<file path="config.mk">
export PLATFORM = sky130hd
export DESIGN_NAME = pipe_stage
export DESIGN_NICKNAME = d
export VERILOG_FILES = /design/src/rtl/pipe_stage.sv
export SDC_FILE = /design/constraint.sdc
export NUM_CORES = 1
export LEC_CHECK = 0
export CAP_MARGIN = 5
export CORE_MARGIN = 5
export CORE_UTILIZATION = 38
export DETAILED_ROUTE_END_ITERATION = 8
export MAX_ROUTING_LAYER = met4
export PLACE_DENSITY = 0.77
export SYNTH_ARGS = -nofsm -noshare
export SYNTH_HDL_FRONTEND = slang
export SYNTH_SLANG_ARGS = --single-unit
</file>
<file path="constraint.sdc">
create_clock -name clk -period 2.1 [get_ports clk]
set_input_delay 0.315 -clock clk [delete_from_list [all_inputs] [get_ports clk]]
set_output_delay 0.315 -clock clk [all_outputs]
set_load 0.005 [all_outputs]
</file>
<file path="src/rtl/pipe_stage.sv">
`default_nettype none
// ============================================================================
//  Module   : pipe_stage
//  Purpose  : Elastic pipeline register with valid/ready handshake, flush
//             (bubble insertion) and saturating stall/flush event counters.
//             Sits between every pair of adjacent pipeline stages.
//  Macro    : PIPE_STAGE_SKID_EN - adds a one-entry skid buffer so that
//             in_ready is registered (no out_ready -> in_ready comb path).
//  Ports    : clk, rst (sync, active high)
//             in_valid / in_data / in_ready    - upstream handshake
//             out_valid / out_data / out_ready - downstream handshake
//             flush      - drop held payload(s), insert a bubble
//             cnt_clr    - synchronous clear of both counters
//             stall_cnt  - cycles with out_valid && !out_ready
//             flush_cnt  - flushes that discarded at least one valid entry
//  Revision : 1.0 - initial release
// ============================================================================
module pipe_stage #(
    parameter int                DATA_W     = 66,
    parameter logic [DATA_W-1:0] BUBBLE_VAL = '0,
    parameter int                CNT_W      = 16
) (
    input  logic              clk,
    input  logic              rst,
    input  logic              in_valid,
    input  logic [DATA_W-1:0] in_data,
    output logic              in_ready,
    output logic              out_valid,
    output logic [DATA_W-1:0] out_data,
    input  logic              out_ready,
    input  logic              flush,
    input  logic              cnt_clr,
    output logic [CNT_W-1:0]  stall_cnt,
    output logic [CNT_W-1:0]  flush_cnt
);

    localparam logic [CNT_W-1:0] C_CNT_MAX = '1;
    localparam logic [CNT_W-1:0] C_CNT_ONE = {{(CNT_W-1){1'b0}}, 1'b1};

    logic              r_valid;
    logic [DATA_W-1:0] r_data;
    logic              w_in_ready;
    logic              w_up_acc;
    logic              w_dn_acc;
    logic              w_skid_valid;
    logic [CNT_W-1:0]  r_stall_cnt;
    logic [CNT_W-1:0]  r_flush_cnt;

    assign w_up_acc  = in_valid && w_in_ready;
    assign w_dn_acc  = r_valid && out_ready;

    assign in_ready  = w_in_ready;
    assign out_valid = r_valid;
    assign out_data  = r_data;

`ifdef PIPE_STAGE_SKID_EN
    logic              r_skid_valid;
    logic [DATA_W-1:0] r_skid_data;

    // Ready depends only on skid occupancy: any transfer accepted while the
    // main entry is stalled lands in the skid slot, so there is always room.
    assign w_in_ready   = !r_skid_valid;
    assign w_skid_valid = r_skid_valid;

    always_ff @(posedge clk) begin
        if (rst || flush) begin
            r_valid      <= 1'b0;
            r_data       <= BUBBLE_VAL;
            r_skid_valid <= 1'b0;
            r_skid_data  <= BUBBLE_VAL;
        end else if (w_dn_acc || !r_valid) begin
            // Main entry is free after this edge.
            if (r_skid_valid) begin
                // Older skid entry goes first; in_ready was low, so no
                // upstream transfer can happen in this cycle.
                r_valid      <= 1'b1;
                r_data       <= r_skid_data;
                r_skid_valid <= 1'b0;
                r_skid_data  <= BUBBLE_VAL;
            end else if (w_up_acc) begin
                r_valid <= 1'b1;
                r_data  <= in_data;
            end else if (w_dn_acc) begin
                r_valid <= 1'b0;
                r_data  <= BUBBLE_VAL;
            end
        end else if (w_up_acc) begin
            // Main entry stalled: park the new payload in the skid slot.
            r_skid_valid <= 1'b1;
            r_skid_data  <= in_data;
        end
    end
`else
    assign w_in_ready   = out_ready || !r_valid;
    assign w_skid_valid = 1'b0;

    always_ff @(posedge clk) begin
        if (rst || flush) begin
            r_valid <= 1'b0;
            r_data  <= BUBBLE_VAL;
        end else if (w_up_acc) begin
            r_valid <= 1'b1;
            r_data  <= in_data;
        end else if (w_dn_acc) begin
            r_valid <= 1'b0;
            r_data  <= BUBBLE_VAL;
        end
    end
`endif

    // Saturating event counters; clear wins over increment.
    always_ff @(posedge clk) begin
        if (rst || cnt_clr) begin
            r_stall_cnt <= '0;
            r_flush_cnt <= '0;
        end else begin
            if (r_valid && !out_ready && !flush && (r_stall_cnt != C_CNT_MAX)) begin
                r_stall_cnt <= r_stall_cnt + C_CNT_ONE;
            end
            if (flush && (r_valid || w_skid_valid) && (r_flush_cnt != C_CNT_MAX)) begin
                r_flush_cnt <= r_flush_cnt + C_CNT_ONE;
            end
        end
    end

    assign stall_cnt = r_stall_cnt;
    assign flush_cnt = r_flush_cnt;

endmodule
`default_nettype wire

</file>
==> results of run 1 <==
[routing by layer]
metal / share of wire (%) / routed length (um) / vias to the layer above / track usage (%)
met5: 0 / 0 / - / -
li1: - / - / 1949 / -
met3: 7.4 / 890 / 20 / 5.68
met1: 43 / 5150 / 1912 / 23.5
met2: 48 / 5720 / 154 / 30.7
met4: 1.9 / 232 / 0 / 6.41
[through the flow]
step / hold slack (ns) / cells / TNS (ns) / area (sq um) / power [W]
floorplan: 0.444 / 424 / 0 / 3890 / 0.00215
global placement: 0.478 / 728 / -0.126 / 5930 / 0.00243
detailed placement: 0.481 / 728 / -0.205 / 5930 / 0.00244
CTS: 0.506 / 743 / 0 / 6160 / 0.00386
global route: 0.531 / 743 / 0 / 6170 / 0.00399
finish: 0.500 / 743 / 0 / 6170 / 0.00381
[kinds of logic (layout without fill, tap and decap cells)]
| family | after synthesis | in the layout | share of synthesized area [%] |
|---|---|---|---|
| mux | 8 | 8 | 2.06 |
| flops | 99 | 99 | 50.9 |
| simple gates | 162 | 162 | 20.6 |
| compound gates | 120 | 120 | 22.4 |
| fa+ha+maj | 2 | 2 | 0.643 |
| buf+inv | 32 | 215 | 3.12 |
| xor+xnor | 1 | 1 | 0.225 |
[tightest hold or removal path: cells and delay by family (launching register included)]
kind	cells	cell delay, ns
DFF	1	0.34
and+or+nand+nor	1	0.07
AOI/OAI and AO/OA	1	0.06
[timing repair]
item                       in CTS  in global routing
buffers inserted                0                  0
hold buffers                    0                  0
resized for setup               0                  3
setup endpoints to repair       0                  2
[sequential cells by signal, indices dropped and copies added, names as in the netlist]
name and flops:
out_data 66, flush_cnt 16, stall_cnt 16, out_valid 1
[synth_stat cells, drive strengths merged (3+ instances only)]
library cell / instances / area [sq um]
a211oi: 3 / 22.5
and3: 4 / 25.0
and2: 3 / 18.8
o311ai: 3 / 26.3
nor2: 74 / 278
buf: 10 / 38.8
a22oi: 66 / 495
or3: 9 / 56.3
nor4: 7 / 43.8
a31oi: 5 / 31.3
clkbuf: 20 / 75.1
or2: 3 / 18.8
mux2i: 8 / 80.1
a21oi: 12 / 60.1
nand2: 24 / 90.1
nand3: 10 / 50.1
o21ai: 8 / 40.0
and4: 7 / 61.3
or4: 7 / 57.6
o31ai: 4 / 30.0
nand4: 8 / 50.1
dfxtp: 99 / 1980
[power by group]
| part | leakage [nW] | internal (W) | total [W] | switching (W) |
|---|---|---|---|---|
| combinational | 1.23 | 0.000277 | 0.000458 | 0.000181 |
| clock | 0.119 | 0.000779 | 0.00141 | 0.000633 |
| sequential | 0.803 | 0.00192 | 0.00194 | 0.0000225 |
| total | 2.15 | 0.00297 | 0.00381 | 0.000836 |
[layout by cell type (no fill, tap or decap), types with 2 or more instances in the layout]
cell	netlist	layout
nor4_1	7	7
nor2_1	74	74
a22oi_1	66	66
clkdlybuf4s50_1	0	171
o21a_1	2	2
mux2i_1	8	7
o211ai_1	2	2
o31ai_1	4	4
a311oi_1	2	2
a2111o_1	2	2
nand3_1	10	9
a21oi_1	12	12
and3_1	4	4
ha_1	2	2
bufinv_16	0	3
nand2_1	24	24
and4_1	7	7
o21ai_0	8	8
and2_1	3	2
buf_4	0	23
a21boi_0	2	2
a211oi_1	3	3
or3_1	9	9
o311ai_0	3	3
or4_1	5	5
or2_2	3	3
clkinv_2	0	3
a31oi_1	5	5
a41oi_1	2	2
dfxtp_1	99	99
clkbuf_8	0	9
nand4_1	8	8
inv_1	2	2
o41ai_1	2	2
buf_12	0	4
[area by class of cell]
cell class / count / area, sq um
clock buffer: 9 / 124
clock inverter: 6 / 105
fill: 829 / 3970
inverter: 2 / 7.51
multi-input combinational: 293 / 1810
sequential: 99 / 1980
tap: 136 / 170
timing repair buffer: 198 / 1960
[worst paths after layout]
| path | startpoint | slack (ns) | to |
|---|---|---|---|
| min | out_data[20] | 0.50 | out_data[20] |
| max | out_ready | 0.14 | in_ready |
| min reg2reg | out_data[20] | 0.50 | out_data[20] |
| max reg2reg | flush_cnt[6] | 0.19 | flush_cnt[13] |
==> metrics.txt, run 1 <==
outcome complete, no violations; Arrival @ worst endpoint 1.64 ns; number of setup violations in the final report 0; Core Rows 37; setup repair after global routing missed its margin no; worst IR drop on VDD 0.000332 V; crit-path cells clkdlybuf4s50_1, nand2b_1, clkdlybuf4s50_1; I/O pin count 172; Clock Tree Buf Depth 2; R2R cell count 5; Root Buffer clkbuf_8; worst setup margin 0.144 ns; Die Span Y 111 um; synth warn 0; antenna-violating nets left 0; Max Cap Viol 0; DPL Wire Length 8690 um; initial antenna violation count 0; Buf/Inv on CP 2; GRT overflow 0; Initial Util 38.4%; layout cells sized above 1 9.06%; syn nets 498; clk slew on worst S/H paths 0.09 ns; Die W 111 um; Startpoint Class primary input; critical path peak fanout 4; Setup crit end kind output pin; CTS buffer count 9; Netlist cell types 45; Critical Path Stages 3; First DRT Iteration DRCs 183; H-tree levels 3; IO buf count 171; Slew Viols, Final 0; core area 10100 sq um; Clock Skew 0.00594 ns; DRC viols 0; vias in the first global route 3987; Ant. Diodes 0; hold path cells 2; final core occ 60.8%; worst skew pair latency 0.36 ns; Highest Clock Rate 511 MHz; Hold Crit Class reg2reg; wire per inst 16.1 um; post-synthesis register bit count 99; Area growth syn-to-layout 58.4%; Via density 5.43; Most Frequent Cell on Critical Path clkdlybuf4s50_1; Setup Crit Path Kind in2out; via count 4035; Req. time, crit path 1.78 ns; final hold violation count 0; Slowest-stage cell, CP clkdlybuf4s50_1; GR Util All Layers 19.3%; Routed WL 12000 um; die area 12400 sq um; TritonCTS Sinks 99; sequential element share of the synthesized area 50.9%; CP peak stage delay 0.59 ns; Synth Cell Area 3890 sq um; Initial DRT Pass Iterations 4; Slew headroom 61.4%; syn avg cell area 9.18 sq um; worst slew pin tran 0.565 ns; largest net degree at the start of global routing 65; first-pass GRT wire length 19300 um; global placer's final weighted congestion 0.827; final net count 677; fin crit share 93.2%; fraction of registers with async set/reset 0%; PD cells 618 nW/um^2; Post-synth EDFFs 0; Synth Instances 424; leakage 2.15 nW; crit path time final 1.96 ns; Main synth FF type dfxtp_1; CTS tree done; delay-heaviest family, CP buffers and inverters; Placement Setup Slack -0.109 ns
Note: power is estimated with default switching activity, not from simulation.
==> run 2, diff against run 1 <==
- CTS_BUF_LIST: unset -> sky130_fd_sc_hd__clkbuf_8 sky130_fd_sc_hd__clkbuf_16
==> results of run 2 <==
Final layout, timing and power as in run 1 (identical DEF).
==> run 3, diff against run 2 <==
- ABC_CLOCK_PERIOD_IN_PS: unset -> 2100
- CORE_ASPECT_RATIO: unset -> 0.75
==> run 3 against run 2 <==
Sequential power about the same. Final cell count up 0.27%. Critical path depth up 2. Maximum frequency down 0.47%. Clock power up 9%. Non-clock buffer count up 1. Sequential share of layout area down 0.21 points. Wire length up 4.7%. Worst setup slack worse by 0.0092 ns. Largest cell class unchanged. Highest routed layer unchanged.
==> metrics.txt, run 3 (synthesis gave the netlist of run 1 again) <==
outcome complete, no violations (unchanged); First DRT Iteration DRCs 323 (was 183); leakage 2.17 nW (was 2.15 nW); Root Buffer clkbuf_16 (was clkbuf_8); critical path peak fanout 6 (was 4); worst skew pair latency 0.33 ns (was 0.36 ns); CP peak stage delay 0.59 ns (about the same); GR Util All Layers 20.3% (was 19.3%); I/O pin count 172 (unchanged); fin crit share 93.6% (was 93.2%); die area 12400 sq um (about the same); crit-path cells ha_1, nand4_1, a2111oi_0, a31oi_1, a41o_2 (was clkdlybuf4s50_1, nand2b_1, clkdlybuf4s50_1); first-pass GRT wire length 20200 um (was 19300 um); Via density 5.43 (about the same); worst slew pin tran 0.564 ns (was 0.565 ns); IO buf count 171 (unchanged); largest net degree at the start of global routing 67 (was 65); layout cells sized above 1 9.03% (was 9.06%); PD cells 635 nW/um^2 (was 618 nW/um^2); GRT overflow 0 (unchanged); worst IR drop on VDD 0.000359 V (was 0.000332 V); Resize count post-CTS 0 (unchanged); core area 10100 sq um (about the same); CTS buffer count 9 (unchanged); final core occ 61.3% (was 60.8%); Die W 127 um (was 111 um); Setup crit end kind register (was output pin); Slowest-stage cell, CP a2111oi_0 (was clkdlybuf4s50_1); Core Rows 32 (was 37); Routed WL 12600 um (was 12000 um); Initial DRT Pass Iterations 5 (was 4); final net count 678 (was 677); Clock Skew 0.00649 ns (was 0.00594 ns); R2R Setup Slk 0.13 ns (was 0.19 ns); setup repair after global routing missed its margin no (unchanged); Setup Crit Path Kind reg2reg (was in2out); Die Span Y 97.7 um (was 111 um); Req. time, crit path 2.33 ns (was 1.78 ns); Startpoint Class register (was primary input); CTS Hold Bufs 0 (unchanged); max reg flops 66 (unchanged); crit path time final 1.97 ns (was 1.96 ns); wire per inst 16.9 um (was 16.1 um); Highest Clock Rate 509 MHz (was 511 MHz); Slew headroom 61.4% (about the same); Arrival @ worst endpoint 2.20 ns (was 1.64 ns); final hold violation count 0 (unchanged); post-route cell area 6210 sq um (was 6170 sq um); Hold Crit Class reg2reg (unchanged); Setup Fix Bufs, Post-CTS 0 (unchanged); H-tree levels 3 (unchanged); Area growth syn-to-layout 59.5% (was 58.4%); global placer's final weighted congestion 0.832 (was 0.827); via count 4049 (was 4035); antenna-violating nets left 0 (unchanged); Max Cap Viol 0 (unchanged); placed cell area 5920 sq um (was 5930 sq um); initial antenna violation count 0 (unchanged); TritonCTS Sinks 99 (unchanged); clk slew on worst S/H paths 0.07 ns (was 0.09 ns); most frequent cells in the layout 171 x clkdlybuf4s50_1, 99 x dfxtp_1, 74 x nor2_1 (unchanged); Slew Viols, Final 0 (unchanged); vias in the first global route 3925 (was 3987); Initial Util 38.4% (about the same); Ant. Diodes 0 (unchanged); DRC viols 0 (unchanged); DPL Wire Length 9270 um (was 8690 um); non-filler cells, final 745 (was 743); commonest non-fill, non-tap cell in the layout clkdlybuf4s50_1 (unchanged); number of setup violations in the final report 0 (unchanged); dpl cells 729 (was 728); Clock Tree Buf Depth 2 (unchanged); CTS tree done (unchanged); fill count 877 (was 829)
## run 3: cell types whose count changed in the layout (fill, tap and decap cells not counted), moves of 2 or more
| cell | change |
|---|---|
| buf_4 | +2 |
| bufinv_16 | -3 |
| clkbuf_16 | +9 |
| clkbuf_8 | -8 |
| inv_6 | +2 |
## run 3: worst max-delay path, delay by kind of cell (launching register included)
kind	cells	cell delay (ns)
AOI/OAI and AO/OA	3	0.98
DFF	1	0.42
adders and majority gates	1	0.23
and+or+nand+nor	1	0.23
## run 3: path summary, 6_finish.rpt
check	from	cells past startpoint	end
worst max register to register	flush_cnt[0]	5	flush_cnt[10]
worst max-delay path	flush_cnt[0]	5	flush_cnt[10]
worst min-delay path	out_data[64]	2	out_data[64]
worst min register to register	out_data[64]	2	out_data[64]
## run 3: routing by layer
metal / routed length, um / up-vias / part of all wire (%) / track usage, %
li1: - / 1956 / - / -
met1: 5350 / 1954 / 43 / 24.6
met2: 6390 / 122 / 51 / 34.6
met3: 631 / 17 / 5.0 / 4.07
met4: 195 / 0 / 1.6 / 5.36
met5: 0 / - / 0 / -
## run 3: cell type report
type                            count  area (sq um)  share of cell area (%)
Sequential cell                    99          1980                    31.9
Timing Repair Buffer              199          1960                    31.6
Multi-Input combinational cell    293          1810                    29.1
Clock buffer                       10           239                    3.85
Tap cell                          136           170                    2.74
Clock inverter                      6          40.0                   0.645
Inverter                            2          7.51                   0.121
## run 3: where the power goes
part           total (W)  internal (W)  switching [W]
combinational   0.000456      0.000274       0.000183
sequential       0.00194       0.00192      0.0000222
clock            0.00154      0.000838       0.000705
total            0.00394       0.00303       0.000910
## run 3: per-stage QoR
stage,setup TNS [ns],setup slack [ns],hold slack (ns),power (W)
after floorplan,0,0.0968,0.444,0.00215
after global placement,-0.127,-0.0659,0.477,0.00243
after detailed placement,-0.299,-0.141,0.482,0.00244
after CTS,0,0.128,0.501,0.00399
after global routing,0,0.00567,0.524,0.00411
final,0,0.134,0.496,0.00394
